### config.mk
export PLATFORM = sky130hd
export DESIGN_NAME = pc_stack_unit
export DESIGN_NICKNAME = d
export VERILOG_FILES = /design/src/rtl/pc_stack_unit.sv
export SDC_FILE = /design/constraint.sdc
export NUM_CORES = 1
export LEC_CHECK = 0
export ABC_AREA = 1
export CORE_MARGIN = 8
export CORE_UTILIZATION = 47
export CTS_CLUSTER_SIZE = 8
export DETAILED_ROUTE_END_ITERATION = 7
export GPL_TIMING_DRIVEN = 0
export PLACE_DENSITY_LB_ADDON = 0.3
export SLEW_MARGIN = 30
export SYNTH_ARGS = -nofsm -noshare
export SYNTH_HDL_FRONTEND = slang
export SYNTH_SLANG_ARGS = --single-unit
### constraint.sdc
create_clock -name clk -period 1.65 [get_ports clk]
set_input_delay 0.33 -clock clk [delete_from_list [all_inputs] [get_ports clk]]
set_output_delay 0.33 -clock clk [all_outputs]
set_load 0.005 [all_outputs]
### src/rtl/pc_stack_unit.sv
// Fetch-stage program counter with jump, relative branch and call/return through an
// internal return-address stack carrying sticky overflow/underflow flags.
module pc_stack_unit #(
   parameter int unsigned         ADDR_W      = 4,
   parameter int unsigned         STACK_DEPTH = 4,
   parameter logic [ADDR_W-1:0]   RESET_ADDR  = '0,
   localparam int unsigned        SP_W        = $clog2(STACK_DEPTH + 1)
) (
   input  logic              clk,
   input  logic              reset,
   input  logic              halt,
   input  logic              ir_load_en,
   input  logic              jump_en,
   input  logic [ADDR_W-1:0] jump_addr,
   input  logic              branch_en,
   input  logic [ADDR_W-1:0] branch_off,
   input  logic              call_en,
   input  logic              ret_en,
   input  logic              err_clr,
   output logic [ADDR_W-1:0] pc_out,
   output logic [SP_W-1:0]   sp_count,
   output logic              stack_full,
   output logic              stack_ovf,
   output logic              stack_unf
);

   // Storage is rounded up to a power of two so the stack pointer slices cleanly.
   localparam int unsigned IDX_W = (STACK_DEPTH > 1) ? $clog2(STACK_DEPTH) : 1;

   logic [ADDR_W-1:0] stack_mem [2**IDX_W];

   logic [ADDR_W-1:0] pc_q, pc_d;
   logic [SP_W-1:0]   sp_q, sp_d;
   logic              ovf_q, ovf_d;
   logic              unf_q, unf_d;

   logic              adv;
   logic              full;
   logic              empty;
   logic              push_en;
   logic [ADDR_W-1:0] pc_inc;
   logic [SP_W-1:0]   sp_dec;
   logic [IDX_W-1:0]  push_idx;
   logic [IDX_W-1:0]  pop_idx;

   assign adv      = ir_load_en & ~halt;
   assign full     = (sp_q == SP_W'(STACK_DEPTH));
   assign empty    = (sp_q == '0);
   assign pc_inc   = pc_q + ADDR_W'(1);
   assign sp_dec   = sp_q - SP_W'(1);
   assign push_idx = sp_q[IDX_W-1:0];
   assign pop_idx  = sp_dec[IDX_W-1:0];

   always_comb begin
      pc_d    = pc_q;
      sp_d    = sp_q;
      ovf_d   = ovf_q & ~err_clr;
      unf_d   = unf_q & ~err_clr;
      push_en = 1'b0;
      if (jump_en) begin
         pc_d = jump_addr;
      end else if (adv && call_en) begin
         if (!full) begin
            push_en = 1'b1;
            sp_d    = sp_q + SP_W'(1);
            pc_d    = jump_addr;
         end else begin
            ovf_d = 1'b1;
         end
      end else if (adv && ret_en) begin
         if (!empty) begin
            pc_d = stack_mem[pop_idx];
            sp_d = sp_dec;
         end else begin
            unf_d = 1'b1;
         end
      end else if (adv && branch_en) begin
         pc_d = pc_q + branch_off;
      end else if (adv) begin
         pc_d = pc_inc;
      end
   end

   always_ff @(posedge clk or negedge reset) begin
      if (!reset) begin
         pc_q  <= RESET_ADDR;
         sp_q  <= '0;
         ovf_q <= 1'b0;
         unf_q <= 1'b0;
      end else begin
         pc_q  <= pc_d;
         sp_q  <= sp_d;
         ovf_q <= ovf_d;
         unf_q <= unf_d;
      end
   end

   // Return-address storage is deliberately left unreset.
   always_ff @(posedge clk) begin
      if (push_en) begin
         stack_mem[push_idx] <= pc_inc;
      end
   end

   assign pc_out     = pc_q;
   assign sp_count   = sp_q;
   assign stack_full = full;
   assign stack_ovf  = ovf_q;
   assign stack_unf  = unf_q;

endmodule
==> results.py, run 1 <==
metrics = {
    "finish": {
        "area.sequential_sq_um": 711,
        "post_layout_nonfiller_instances": 276,
        "multiInputGateArea_sq_um": 827,
        "layout.filler_cells": 235,
        "antenna_cells": 0,
        "area_growth_pct": 42.0,
        "nNetsFinal": 260,
        "layout-drive-gt1-share_pct": 28.0,
    },
    "timing": {
        "tightest_slew_ns": 0.458,
        "max_freq_ghz": 0.602,
        "fin_worst_hold_slack_ns": 0.299,
        "hold_violations": 0,
        "setup_slack_ns": -0.0113,
        "maxSlewViolCount": 0,
        "layout_min_cycle_time_ns": 1.66,
        "rsz_0062_raised_after_global_routing": "yes",
        "setup_total_negative_slack_ns": -0.0113,
        "final_min_period_over_clock_period_pct": 101,
        "setup_viol": 1,
        "maxSlewHeadroom_pct": 69.4,
        "fin_skew_ns": 0.00168,
    },
    "power": {
        "leakage_power_nw": 1.01,
        "max-vdd-ir-drop_mv": 0.582,
        "totalPowerFinal_mw": 2.84,
        "combPwrFrac_pct": 60.0,
        "power.share.switching_pct": 39.8,
        "p_int_mw": 1.71,
        "power.switching_mw": 1.13,
        "share_seq_of_total_power_pct": 29.7,
        "clock_power_share_pct": 10.3,
        "power-per-cell-area_nw_per_um2": 1300,
    },
    "global_routing": {
        "grt_usage_pct": 14.1,
        "grt_overflow_total": 0,
        "grt_first_pass_wirelength_mm": 5.98,
        "pin_count_of_the_biggest_net_entering_global_routing": 16,
        "grt_pass1_vias": 1361,
        "antenna_violations_before_repair": 0,
    },
    "critical_path": {
        "critical_path.endpoint_type": "register",
        "worst_setup_path_startpoint": "pc_out[0]",
        "cp_cell_sequence": "ha_4 -> inv_2 -> fa_2 -> nand2_1 -> o211ai_1 -> nand3_1 -> nand2_1 -> nand2_1",
        "crit_slowest_cell": "sky130_fd_sc_hd__fa_2",
        "worst_ep_required_time_ns": 1.89,
        "worstSetupStartpointType": "register",
        "critical_path_arrival_ns": 1.90,
        "worst-setup-path-type": "register to register",
        "r2r-start": "pc_out[0]",
        "crit_path_max_incr_delay_ns": 0.53,
        "rrSetupSlack_ns": -0.01,
        "path_max_fanout": 4,
        "path_common_cell": "sky130_fd_sc_hd__nand2_1",
    },
    "status": {
        "outcome": "finished, violations left",
        "failed_checks": "negative setup slack",
    },
    "clocking": {
        "clock_tree_root": "sky130_fd_sc_hd__clkbuf_4",
        "cts_buffer_depth": 2,
        "clock_sink_count": 25,
        "ctsHtreeMaxLevel": 1,
        "clkLatencyLatePin_ns": 0.32,
        "cts-buffers-inserted": 3,
        "cts_tree": "yes",
        "clkSlewWorstSetupHoldPaths_ns": 0.15,
    },
    "synth": {
        "synth_mux_area_share_pct": 0,
        "synth.lib_cells_used.distinct": 27,
        "synth-edff-count": 16,
        "yosys_warnings": 0,
        "synth_seq_cells": 25,
        "synthSimpleGateAreaFrac_pct": 28.5,
        "share_of_the_synthesized_area_in_compound_gates_ao_oa_aoi_oai_pct": 5.37,
        "yosys.area_share.xor_xnor_pct": 3.41,
        "mappedNetlistNets": 208,
        "avgSynthCellArea_sq_um": 8.50,
        "ys_async_sr_fraction_pct": 36.0,
        "post_synth_instance_area_sq_um": 1540,
        "most_used_dff_post_synth": "sky130_fd_sc_hd__edfxtp_1",
        "synth_top_family_by_area": "simple AND/OR/NAND/NOR gates",
        "synth_seq_area_share_pct": 45.9,
        "post_synth_fa_ha_maj_area_fraction_pct": 8.62,
        "syn-instance-count": 181,
    },
    "drt": {
        "route.antenna.remaining_nets": 0,
        "finalWirelength_mm": 3.87,
        "vias": 1382,
        "firstDrtPassIters": 7,
        "detail_route.drc_violations": 0,
        "via_per_inst": 5.01,
        "detailedRoute.firstIterationViolations": 101,
        "drt-wirelength-per-cell_um": 14.0,
    },
    "job": {
        "max-cap-violations": 0,
    },
    "placed_design": {
        "port_buffers": 26,
        "post-dp-hpwl_mm": 2.68,
        "routabilityCongestion": 0.839,
        "dp.cells": 251,
        "dp_slack_ns": -0.418,
    },
    "floorplanning": {
        "top_level_port_count": 27,
        "fp.dieW_um": 73.2,
        "die_area_sq_um": 5360,
        "placeableCoreArea_sq_um": 3080,
        "die_h_um": 73.2,
        "rows": 20,
        "floorplan.initialDensity_pct": 50.0,
    },
    "worst_hold_path": {
        "worst_hold_path_type": "input pin to asynchronous set/reset pin",
    },
}
-- registers in the layout, indices dropped and copies added, names as in the netlist --
name       flops
pc_out         4
sp_count       3
stack_mem     16
stack_ovf      1
stack_unf      1
-- final cells by class --
| cell class | count | area share (%) |
|---|---|---|
| sequential | 25 | 32.5 |
| tap | 44 | 2.52 |
| clock buffer | 3 | 1.03 |
| inverter | 29 | 6.13 |
| clock inverter | 1 | 0.344 |
| timing repair buffer | 47 | 19.1 |
| buffer | 1 | 0.515 |
| multi-input combinational | 126 | 37.9 |
-- power groups by stage --
| stage | Combinational (mW) | Sequential (mW) | Clock (mW) |
|---|---|---|---|
| 2_1_floorplan | 0.697 | 0.881 | 0 |
| 3_3_place_gp | 1.03 | 0.892 | 0 |
| 3_5_place_dp | 1.07 | 0.894 | 0 |
| 4_1_cts | 1.36 | 0.847 | 0.295 |
| 5_1_grt | 1.87 | 0.855 | 0.317 |
| 6_report | 1.71 | 0.845 | 0.294 |
-- repair_timing --
item,CTS,global route
setup buffers,11,10
gates resized for setup,24,24
setup endpoints to repair,29,21
pin swaps,6,7
hold buffers,0,0
-- cells in the final DEF, fill, tap and decap left out, types with 5 or more instances in the layout --
master / synthesis / final
sky130_fd_sc_hd__nand2_1: 45 / 45
sky130_fd_sc_hd__inv_1: 24 / 21
sky130_fd_sc_hd__buf_4: 0 / 21
sky130_fd_sc_hd__clkdlybuf4s50_1: 0 / 19
sky130_fd_sc_hd__edfxtp_1: 16 / 16
sky130_fd_sc_hd__nand3_1: 17 / 15
sky130_fd_sc_hd__nor2_1: 20 / 14
sky130_fd_sc_hd__nor2_4: 1 / 6
sky130_fd_sc_hd__ha_1: 9 / 6
sky130_fd_sc_hd__dfrtp_1: 9 / 5
-- kinds of logic (layout without fill, tap and decap cells) --
family,after synthesis,count (layout)
adder cells (fa/ha/maj),10,10
flip-flops,25,25
AO/OA/AOI/OAI,14,14
AND/OR/NAND/NOR,96,96
buffers and inverters,30,81
XOR/XNOR,6,6
-- critical path: cells and delay by family, from the launching register on --
kind / cells / cell delay [ns]
adder cells (fa/ha/maj): 2 / 0.68
buffers and inverters: 1 / 0.04
AND/OR/NAND/NOR: 4 / 0.31
flip-flops: 1 / 0.45
AO/OA/AOI/OAI: 1 / 0.10
-- worst paths after layout --
path | to | cells past startpoint
max in group asynchronous | pc_out[0] | 1
max | pc_out[1] | 8
max reg2reg | pc_out[1] | 8
min reg2reg | stack_ovf | 2
min in group clk | stack_ovf | 2
min | sp_count[0] | 1
-- stage by stage --
step | util, % | cell area, sq um
2_1_floorplan | - | 1540
3_3_place_gp | 60.2 | 1850
3_5_place_dp | 60.2 | 1850
4_1_cts | 65.4 | 2010
5_1_grt | 71.0 | 2180
6_report | 71.0 | 2180
-- synth_stat cells (2+ instances only) --
master	n	area, sq um
sky130_fd_sc_hd__nor2_2	3	18.8
sky130_fd_sc_hd__edfxtp_1	16	480
sky130_fd_sc_hd__dfrtp_1	9	225
sky130_fd_sc_hd__inv_2	3	11.3
sky130_fd_sc_hd__o21ai_1	3	15.0
sky130_fd_sc_hd__nand2_2	3	18.8
sky130_fd_sc_hd__nand3_1	17	85.1
sky130_fd_sc_hd__nand2_4	2	22.5
sky130_fd_sc_hd__nand4_1	2	12.5
sky130_fd_sc_hd__inv_1	24	90.1
sky130_fd_sc_hd__nand2_1	45	169
sky130_fd_sc_hd__nor2_1	20	75.1
sky130_fd_sc_hd__o211ai_1	2	15.0
sky130_fd_sc_hd__xnor2_1	2	17.5
sky130_fd_sc_hd__ha_1	9	113
sky130_fd_sc_hd__a21oi_1	4	20.0
sky130_fd_sc_hd__xor2_1	4	35.0
sky130_fd_sc_hd__o21ai_0	4	20.0
-- layer usage --
layer	track usage, %	vias up	share of wire, %
met2	25.9	41	51
met1	15.8	654	41
met4	2.44	0	0.57
met5	0	-	0
li1	-	683	-
met3	3.98	4	6.6
Power figures use the tool's default switching activity.
==> run 2: changes to the inputs <==
--- a/config.mk
+++ b/config.mk
@@ -5,7 +5,6 @@
 export SDC_FILE = /design/constraint.sdc
 export NUM_CORES = 1
 export LEC_CHECK = 0
-export ABC_AREA = 1
 export CORE_MARGIN = 8
 export CORE_UTILIZATION = 47
 export CTS_CLUSTER_SIZE = 8
==> run 2 against run 1 <==
- the run still ends with negative setup slack left
- cell area decreased by 1.5%
- synthesized cell count decreased by 32%
- register-to-register slack got worse by 0.13 ns
==> results.py, run 2 <==
metrics = {
    "synth": {
        "mappedNetlistNets": 150,
        "synth.top_cells.by_area": "sky130_fd_sc_hd__edfxtp_1, sky130_fd_sc_hd__dfrtp_1, sky130_fd_sc_hd__ha_1, sky130_fd_sc_hd__mux4_2, sky130_fd_sc_hd__inv_1",
        "synth_largest_type_area_fraction_pct": 32.3,
        "synth-edff-count": 16,
        "synth.lib_cells_used.distinct": 48,
        "avgSynthCellArea_sq_um": 12.1,
        "syn-instance-count": 123,
        "synth_seq_cells": 25,
        "most_common_cell_in_the_synthesized_netlist": "sky130_fd_sc_hd__edfxtp_1",
        "yosys_warnings": 0,
        "post_synth_instance_area_sq_um": 1490,
        "synth.top_cells.by_count": "sky130_fd_sc_hd__edfxtp_1, sky130_fd_sc_hd__inv_1, sky130_fd_sc_hd__dfrtp_1, sky130_fd_sc_hd__ha_1, sky130_fd_sc_hd__nand2b_1",
        "synth.largest_area_cell": "sky130_fd_sc_hd__edfxtp_1",
        "ys_async_sr_fraction_pct": 36.0,
        "synth_seq_area_share_pct": 47.4,
        "most_used_dff_post_synth": "sky130_fd_sc_hd__edfxtp_1",
    },
    "timing": {
        "setup_slack_ns": -0.139,
        "hold_violations": 0,
        "rsz_0062_raised_after_global_routing": "yes",
        "tightest_slew_ns": 0.489,
        "maxSlewViolCount": 0,
        "layout_min_cycle_time_ns": 1.79,
        "setup_viol": 16,
        "max_freq_ghz": 0.559,
        "maxSlewHeadroom_pct": 67.3,
        "final_min_period_over_clock_period_pct": 108,
        "fin_skew_ns": 0.00291,
    },
    "drt": {
        "detailedRoute.firstIterationViolations": 45,
        "drt-wirelength-per-cell_um": 17.1,
        "route.antenna.remaining_nets": 0,
        "firstDrtPassIters": 4,
        "vias": 1156,
        "finalWirelength_mm": 3.66,
        "detail_route.drc_violations": 0,
        "via_per_inst": 5.40,
    },
    "finish": {
        "largest-register": "stack_mem",
        "layout.cells.most_common": "sky130_fd_sc_hd__buf_4",
        "stdcell_area_sq_um": 2150,
        "nNetsFinal": 198,
        "final_core_util_pct": 71.1,
        "layout.cells.most_common_list": "sky130_fd_sc_hd__buf_4, sky130_fd_sc_hd__clkdlybuf4s50_1, sky130_fd_sc_hd__edfxtp_1",
        "max_reg_flops": 16,
        "layout-drive-gt1-share_pct": 39.4,
        "antenna_cells": 0,
        "area_growth_pct": 44.7,
    },
    "global_routing": {
        "grt_usage_pct": 14.5,
        "antenna_violations_before_repair": 0,
        "grt_pass1_vias": 1247,
        "grt_overflow_total": 0,
        "grt_first_pass_wirelength_mm": 6.03,
        "pin_count_of_the_biggest_net_entering_global_routing": 17,
    },
    "power": {
        "max-vdd-ir-drop_mv": 1.10,
        "power.switching_uw": 980,
        "power.share.switching_pct": 35.3,
        "leakage_power_nw": 0.883,
        "totalPowerFinal_mw": 2.78,
        "combPwrFrac_pct": 56.8,
        "p_int_mw": 1.80,
        "share_seq_of_total_power_pct": 32.1,
        "clock_power_share_pct": 11.0,
        "power-per-cell-area_nw_per_um2": 1290,
    },
    "placed_design": {
        "postPlaceCellArea_sq_um": 1880,
        "dp_slack_ns": -0.597,
        "routabilityCongestion": 0.944,
        "post-dp-hpwl_mm": 2.66,
        "port_buffers": 26,
    },
    "floorplanning": {
        "fp.dieW_um": 72.3,
        "floorplan.initialDensity_pct": 49.1,
        "die_h_um": 72.3,
        "die_area_sq_um": 5220,
        "placeableCoreArea_sq_um": 3030,
        "rows": 20,
        "top_level_port_count": 27,
    },
    "status": {
        "failed_checks": "negative setup slack",
        "outcome": "finished, violations left",
    },
    "clocking": {
        "cts_buffer_depth": 2,
        "cts-buffers-inserted": 3,
        "cts_tree": "yes",
        "clkLatencyLatePin_ns": 0.33,
        "clkSlewWorstSetupHoldPaths_ns": 0.15,
        "clock_tree_root": "sky130_fd_sc_hd__clkbuf_4",
        "clock_sink_count": 25,
        "ctsHtreeMaxLevel": 1,
    },
    "critical_path": {
        "worstSetupStartpointType": "register",
        "path_max_fanout": 3,
        "critical_path_arrival_ns": 2.03,
        "worst_ep_required_time_ns": 1.89,
        "critical_path.endpoint_type": "register",
        "number_of_cells_on_the_worst_reg_to_reg_path": 5,
        "worst-setup-path-type": "register to register",
    },
    "job": {
        "max-cap-violations": 0,
    },
    "worst_hold_path": {
        "worst_hold_path_type": "input pin to asynchronous set/reset pin",
    },
}
==> run 2: changes by cell type in the layout (fill, tap and decap cells not counted), moves of 4 or more <==
cell                       change
sky130_fd_sc_hd__o21ai_1       -4
sky130_fd_sc_hd__buf_4         -4
sky130_fd_sc_hd__nand3_1      -11
sky130_fd_sc_hd__nor2_4        -6
sky130_fd_sc_hd__inv_1        -11
sky130_fd_sc_hd__mux4_2        +4
sky130_fd_sc_hd__nand2b_1      +4
sky130_fd_sc_hd__nand2_1      -42
sky130_fd_sc_hd__and2_4        +4
sky130_fd_sc_hd__nor2_1       -13
==> run 2: cell families (layout without fill, tap and decap cells) <==
family | count (synthesis) | after routing | synth area share [%]
DFF | 25 | 25 | 47.4
muxes | 7 | 7 | 8.24
xor gates and xnor gates | 7 | 7 | 4.12
and+or+nand+nor | 36 | 36 | 15.0
adders and majority gates | 10 | 10 | 8.92
buffers and inverters | 16 | 63 | 4.71
AOI/OAI and AO/OA | 22 | 22 | 11.6
==> run 2: per-layer routing <==
layer  track usage, %  routed length, um  part of all wire (%)
met5                0                  0                     0
met4             3.40                 34                  0.93
met3             3.44                235                   6.4
met2             23.7               1830                    50
met1             18.6               1550                    43
==> run 2: cell type report <==
class / instances / area, sq um
Multi-Input combinational cell: 82 / 887
Inverter: 13 / 53.8
Clock inverter: 1 / 8.76
Clock buffer: 3 / 22.5
Tap cell: 44 / 55.1
Fill cell: 207 / 876
Sequential cell: 25 / 711
Buffer: 2 / 10.0
Timing Repair Buffer: 44 / 404
==> run 2: path summary, 6_finish.rpt <==
kind	slack, ns	start	end
setup / recovery	-0.14	pc_out[2]	pc_out[3]
hold / removal	0.29	reset	pc_out[3]
setup reg to reg	-0.14	pc_out[2]	pc_out[3]
hold reg to reg	0.55	stack_unf	stack_unf
max in group asynchronous	1.02	reset	sp_count[0]
min in group clk	0.55	call_en	stack_ovf
==> run 2: power groups by stage <==
stage	clock, mW	combinational, mW	sequential [mW]
detailed placement	0	1.20	0.928
global placement	0	1.17	0.926
CTS	0.304	1.42	0.885
floorplan	0	0.796	0.915
finish	0.307	1.58	0.892
global route	0.329	1.71	0.904
==> run 2: repair_timing <==
action / 4_1_cts / 5_1_grt
gates resized for setup: 16 / 26
buffers inserted: 13 / 5
endpoints found under the setup margin: 27 / 25
pin swaps: 4 / 11
endpoints found under the hold margin: 0 / 0
hold buffers: 0 / 0
==> run 2: worst max-delay path, stage by stage, from the launching register on <==
cell                      delay (ns)
sky130_fd_sc_hd__dfrtp_2        0.46
sky130_fd_sc_hd__ha_4           0.29
sky130_fd_sc_hd__nand3_1        0.10
sky130_fd_sc_hd__nand3_1        0.08
sky130_fd_sc_hd__or3b_2         0.45
sky130_fd_sc_hd__a221o_1        0.32
==> run 2: per-stage QoR <==
stage               TNS [ns]  hold slack, ns  cells
floorplan              -1.58          0.0344    123
global placement       -9.26           0.518    193
detailed placement     -9.76           0.530    193
CTS                    -1.09           0.327    210
global route           -2.22           0.340    214
finish                -0.721           0.289    214
==> run 3: changes to the inputs <==
--- a/config.mk
+++ b/config.mk
@@ -11,6 +11,7 @@
 export DETAILED_ROUTE_END_ITERATION = 7
 export GPL_TIMING_DRIVEN = 0
 export PLACE_DENSITY_LB_ADDON = 0.3
+export RECOVER_POWER = 25
 export SLEW_MARGIN = 30
 export SYNTH_ARGS = -nofsm -noshare
 export SYNTH_HDL_FRONTEND = slang
==> run 3 against run 2 <==
- the run still ends with negative setup slack left
- critical path depth unchanged
- sequential share of layout area stayed put
- via count unchanged
- largest cell class unchanged
- register-to-register slack about the same
==> results.py, run 3 (same netlist as run 2, synthesis figures left out) <==
metrics = {
    "timing": {
        "hold_violations": 0,
        "setup_total_negative_slack_ns": -0.721,
        "final_min_period_over_clock_period_pct": 108,
        "fin_skew_ns": 0.00291,
        "max_freq_ghz": 0.559,
        "setup_slack_ns": -0.139,
        "setup_viol": 16,
        "tightest_slew_ns": 0.489,
        "maxSlewHeadroom_pct": 67.3,
        "maxSlewViolCount": 0,
        "rsz_0062_raised_after_global_routing": "yes",
        "layout_min_cycle_time_ns": 1.79,
        "fin_worst_hold_slack_ns": 0.359,
    },
    "drt": {
        "vias": 1156,
        "firstDrtPassIters": 4,
        "drt-wirelength-per-cell_um": 17.1,
        "route.antenna.remaining_nets": 0,
        "detail_route.drc_violations": 0,
        "detailedRoute.firstIterationViolations": 45,
        "via_per_inst": 5.40,
        "finalWirelength_mm": 3.66,
    },
    "critical_path": {
        "path_max_fanout": 3,
        "crit_slowest_cell": "sky130_fd_sc_hd__dfrtp_2",
        "crit_path_max_incr_delay_ns": 0.46,
        "cp_cell_sequence": "ha_4 -> nand3_1 -> nand3_1 -> or3b_2 -> a221o_1",
        "worstSetupStartpointType": "register",
        "critical_path.endpoint_type": "register",
        "worst_ep_required_time_ns": 1.89,
        "critical_path_arrival_ns": 2.03,
        "path_common_cell": "sky130_fd_sc_hd__nand3_1",
        "worst-setup-path-type": "register to register",
    },
    "placed_design": {
        "dp.cells": 193,
        "port_buffers": 26,
        "routabilityCongestion": 0.944,
        "dp_slack_ns": -0.597,
        "post-dp-hpwl_mm": 2.66,
    },
    "finish": {
        "nNetsFinal": 198,
        "post_layout_nonfiller_instances": 214,
        "max_reg_flops": 16,
        "antenna_cells": 0,
        "area_growth_pct": 44.7,
        "layout.cells.most_common_list": "sky130_fd_sc_hd__buf_4, sky130_fd_sc_hd__edfxtp_1, sky130_fd_sc_hd__clkdlybuf4s50_1",
        "layout-drive-gt1-share_pct": 39.4,
        "largest-register": "stack_mem",
        "layout.cells.most_common": "sky130_fd_sc_hd__buf_4",
    },
    "global_routing": {
        "global_routing_met1_resource_utilization_pct": 18.6,
        "groute.layer.met3.usage_pct": 3.44,
        "grt_overflow_total": 0,
        "grt_pass1_vias": 1247,
        "gr-usage-met2_pct": 23.7,
        "grt_first_pass_wirelength_mm": 6.03,
        "grt.busiest_layer": "met2",
        "grt_usage_pct": 14.5,
        "antenna_violations_before_repair": 0,
        "pin_count_of_the_biggest_net_entering_global_routing": 17,
    },
    "clocking": {
        "hold_buffer_count_at_cts": 0,
        "clkLatencyLatePin_ns": 0.33,
        "cts_buffer_depth": 2,
        "clkSlewWorstSetupHoldPaths_ns": 0.15,
        "cts_tree": "yes",
        "cts-buffers-inserted": 3,
        "clock_sink_count": 25,
        "clock_tree_root": "sky130_fd_sc_hd__clkbuf_4",
        "ctsHtreeMaxLevel": 1,
    },
    "status": {
        "outcome": "finished, violations left",
        "failed_checks": "negative setup slack",
    },
    "floorplanning": {
        "die_h_um": 72.3,
        "placeableCoreArea_sq_um": 3030,
        "fp.dieW_um": 72.3,
        "top_level_port_count": 27,
        "die_area_sq_um": 5220,
        "rows": 20,
        "floorplan.initialDensity_pct": 49.1,
    },
    "power": {
        "clock_power_share_pct": 11.0,
        "combPwrFrac_pct": 56.8,
        "leakage_power_nw": 0.883,
        "power.switching_uw": 980,
        "power-per-cell-area_nw_per_um2": 1290,
        "max-vdd-ir-drop_mv": 1.10,
        "share_seq_of_total_power_pct": 32.1,
        "p_int_mw": 1.80,
        "power.share.switching_pct": 35.3,
    },
    "worst_hold_path": {
        "worst_hold_path_type": "input pin to asynchronous set/reset pin",
    },
    "job": {
        "max-cap-violations": 0,
    },
}
==> run 3: cell types whose count changed in the layout (fill, tap and decap cells not counted), sizes merged <==
| cell | change |
|---|---|
| clkdlybuf4s50 | -1 |
| dlygate4sd3 | +1 |
==> run 3: per-layer routing <==
metal  routed length (um)  share of wire [%]  up-vias
met4                   34               0.93        0
met1                 1550                 43      569
met5                    0                  0        -
li1                     -                  -      547
met2                 1830                 50       36
met3                  235                6.4        4
==> run 3: power groups by stage <==
stage / Sequential, mW / Combinational (mW) / Clock [mW]
after floorplan: 0.915 / 0.796 / 0
after global placement: 0.926 / 1.17 / 0
after detailed placement: 0.928 / 1.20 / 0
after CTS: 0.885 / 1.42 / 0.304
after global routing: 0.904 / 1.71 / 0.329
final: 0.892 / 1.58 / 0.307
==> run 3: layout make-up <==
| class | instances | area [sq um] |
|---|---|---|
| fill | 207 | 876 |
| inverter | 13 | 53.8 |
| timing repair buffer | 44 | 404 |
| multi-input combinational | 82 | 887 |
| clock buffer | 3 | 22.5 |
| sequential | 25 | 711 |
| clock inverter | 1 | 8.76 |
| tap | 44 | 55.1 |
| buffer | 2 | 10.0 |
==> run 3: repair_timing <==
action                     CTS  global route
pin swaps                    4            11
buffers inserted            13             5
setup endpoints to repair   27            25
gates resized for setup     16            26
==> run 3: final timing paths <==
path | startpoint | end | slack [ns] | cells past startpoint
hold / removal | reset | pc_out[3] | 0.36 | 1
setup / recovery | pc_out[2] | pc_out[3] | -0.14 | 5
min in group clk | call_en | stack_ovf | 0.55 | 3
hold reg to reg | stack_unf | stack_unf | 0.55 | 2
max in group asynchronous | reset | sp_count[0] | 0.95 | 1
setup reg to reg | pc_out[2] | pc_out[3] | -0.14 | 5
==> run 3: critical path, delay by kind of cell (launching register included) <==
kind,cells,cell delay (ns)
and+or+nand+nor,3,0.63
AOI/OAI and AO/OA,1,0.32
adders and majority gates,1,0.29
DFF,1,0.46
==> run 3: through the flow <==
step           cell area, sq um  power [mW]  util, %
5_1_grt                    2150        2.94     71.1
4_1_cts                    2020        2.60     66.7
3_5_place_dp               1880        2.13     62.0
6_report                   2150        2.78     71.1
2_1_floorplan              1560        1.71        -
3_3_place_gp               1880        2.09     62.0
==> edit (settings of run 1) <==
Change the parameter `ADDR_W` from 4 to 3.
--- a/src/rtl/pc_stack_unit.sv
+++ b/src/rtl/pc_stack_unit.sv
@@ -3,3 +3,3 @@
 module pc_stack_unit #(
-   parameter int unsigned         ADDR_W      = 4,
+   parameter int unsigned         ADDR_W      = 3,
    parameter int unsigned         STACK_DEPTH = 4,
Interface: changed (resized branch_off, jump_addr and pc_out); port bits go from 27 to 24. No check against the original RTL was run, so the function may have changed too.
==> edit against run 1 <==
Power decreased by 21%; largest cell class unchanged; fmax rose by 5.3%; final area is 22% lower; area after synthesis is 19% lower; highest routed layer unchanged; sequential power is 18% lower; die area shrank 15%; critical path type is now reg2out; setup slack gained 0.083 ns; routed wire length down 30%; sequential cell count shrank 5.
==> edit: results (changes against run 1) <==
[grt]
grt_pass1_wl_mm = 4.38  ; -27%
grt_pass1_vias = 967  ; -29%
grt_use_met1_pct = 14.8  ; -1.0 points
use_met2_pct = 20.4  ; -5.6 points

[power_and_ir_drop]
p_leak_nw = 0.802  ; -21%
ir_worst_vdd_mv = 1.24  ; +110%
p_per_area_nw_per_um2 = 1320  ; +1.2%

[timing]
worstMarginPinSlew_ns = 0.380  ; -0.0773 ns
finClkSkew_ns = 0.0136  ; +0.0120 ns

[cells_and_area]
largest_reg_flops = 12  ; -4
buf_share_pct = 18.0  ; -1.6 points
drive_above_1_share_pct = 24.6  ; -3.4 points
layout.sequential_cells = 20  ; -20%
comb.multi_input.count = 96  ; -24%
inverters = 27  ; -6.9%
clkCellAreaFrac_pct = 3.09  ; +1.7 points
n_all_buffers = 32  ; -33%

[setup_path]
r2r_cells = 6  ; -2
cp_max_fo = 5  ; +1
cp_top_family = buffers and inverters
cp-endpoint = pc_out[0]
cp.arrival_ns = 1.25  ; -0.65 ns
cpMaxStageDelayCell = clkdlybuf4s50_1
rrSetupSlack_ns = 0.09  ; +0.10 ns

[routing]
first_pass_iters = 4  ; -3

[logic_synthesis]
synth_seq_area_share_pct = 44.8  ; -1.0 points
synth-edff-count = 12  ; -4
async_flop_share_pct = 40.0  ; +4.0 points
synth_xor_area_share_pct = 3.50  ; +0.089 points
synth_cell_types = 26  ; -3.7%
syn_nets = 167  ; -20%
synthAdderAreaFrac_pct = 8.61  ; -0.0093 points
synthTopCellsByArea = edfxtp_1 (29%), dfrtp_1 (16%), nand2_1 (11%), ha_1 (7.0%), inv_1 (6.9%)
synth-compound-area-share_pct = 6.31  ; +0.94 points
avgSynthCellArea_sq_um = 8.68  ; +2.1%

[placement]
port_buffers = 23  ; -12%
dp_hpwl_mm = 1.97  ; -26%

[cts]
clk_pin_slew_ns = 0.12  ; -0.03 ns

[status]
status = finished clean

## edit: cell families after synthesis
family          after synthesis
compound gates               10
simple gates                 73
xor+xnor                      5
buf+inv                      28
fa+ha+maj                     8
flops                        20
## edit: report_power, final
group	leakage [nW]	internal [mW]	switching [mW]	total, mW
clock network	0.0279	0.246	0.163	0.408
registers	0.204	0.632	0.0609	0.693
logic	0.571	0.534	0.604	1.14
## edit: metrics by stage
stage | hold slack (ns) | setup WS, ns | area [sq um]
6_report | 0.278 | 0.0716 | 1700
5_1_grt | 0.312 | -0.00224 | 1700
4_1_cts | 0.294 | -0.0351 | 1630
3_5_place_dp | 0.466 | -0.353 | 1520
3_3_place_gp | 0.467 | -0.319 | 1520
2_1_floorplan | 0.0344 | 0.0558 | 1250
## edit: per-layer routing
metal	vias to the layer above	wire, um
li1	521	-
met1	474	1130
met2	19	1410
met3	7	151
met4	0	32
met5	-	0
## edit: repair_timing
action	CTS	global route
pin swaps	0	1
setup buffers	4	4
setup endpoints to repair	22	18
cloned	0	0
gates resized for setup	15	11
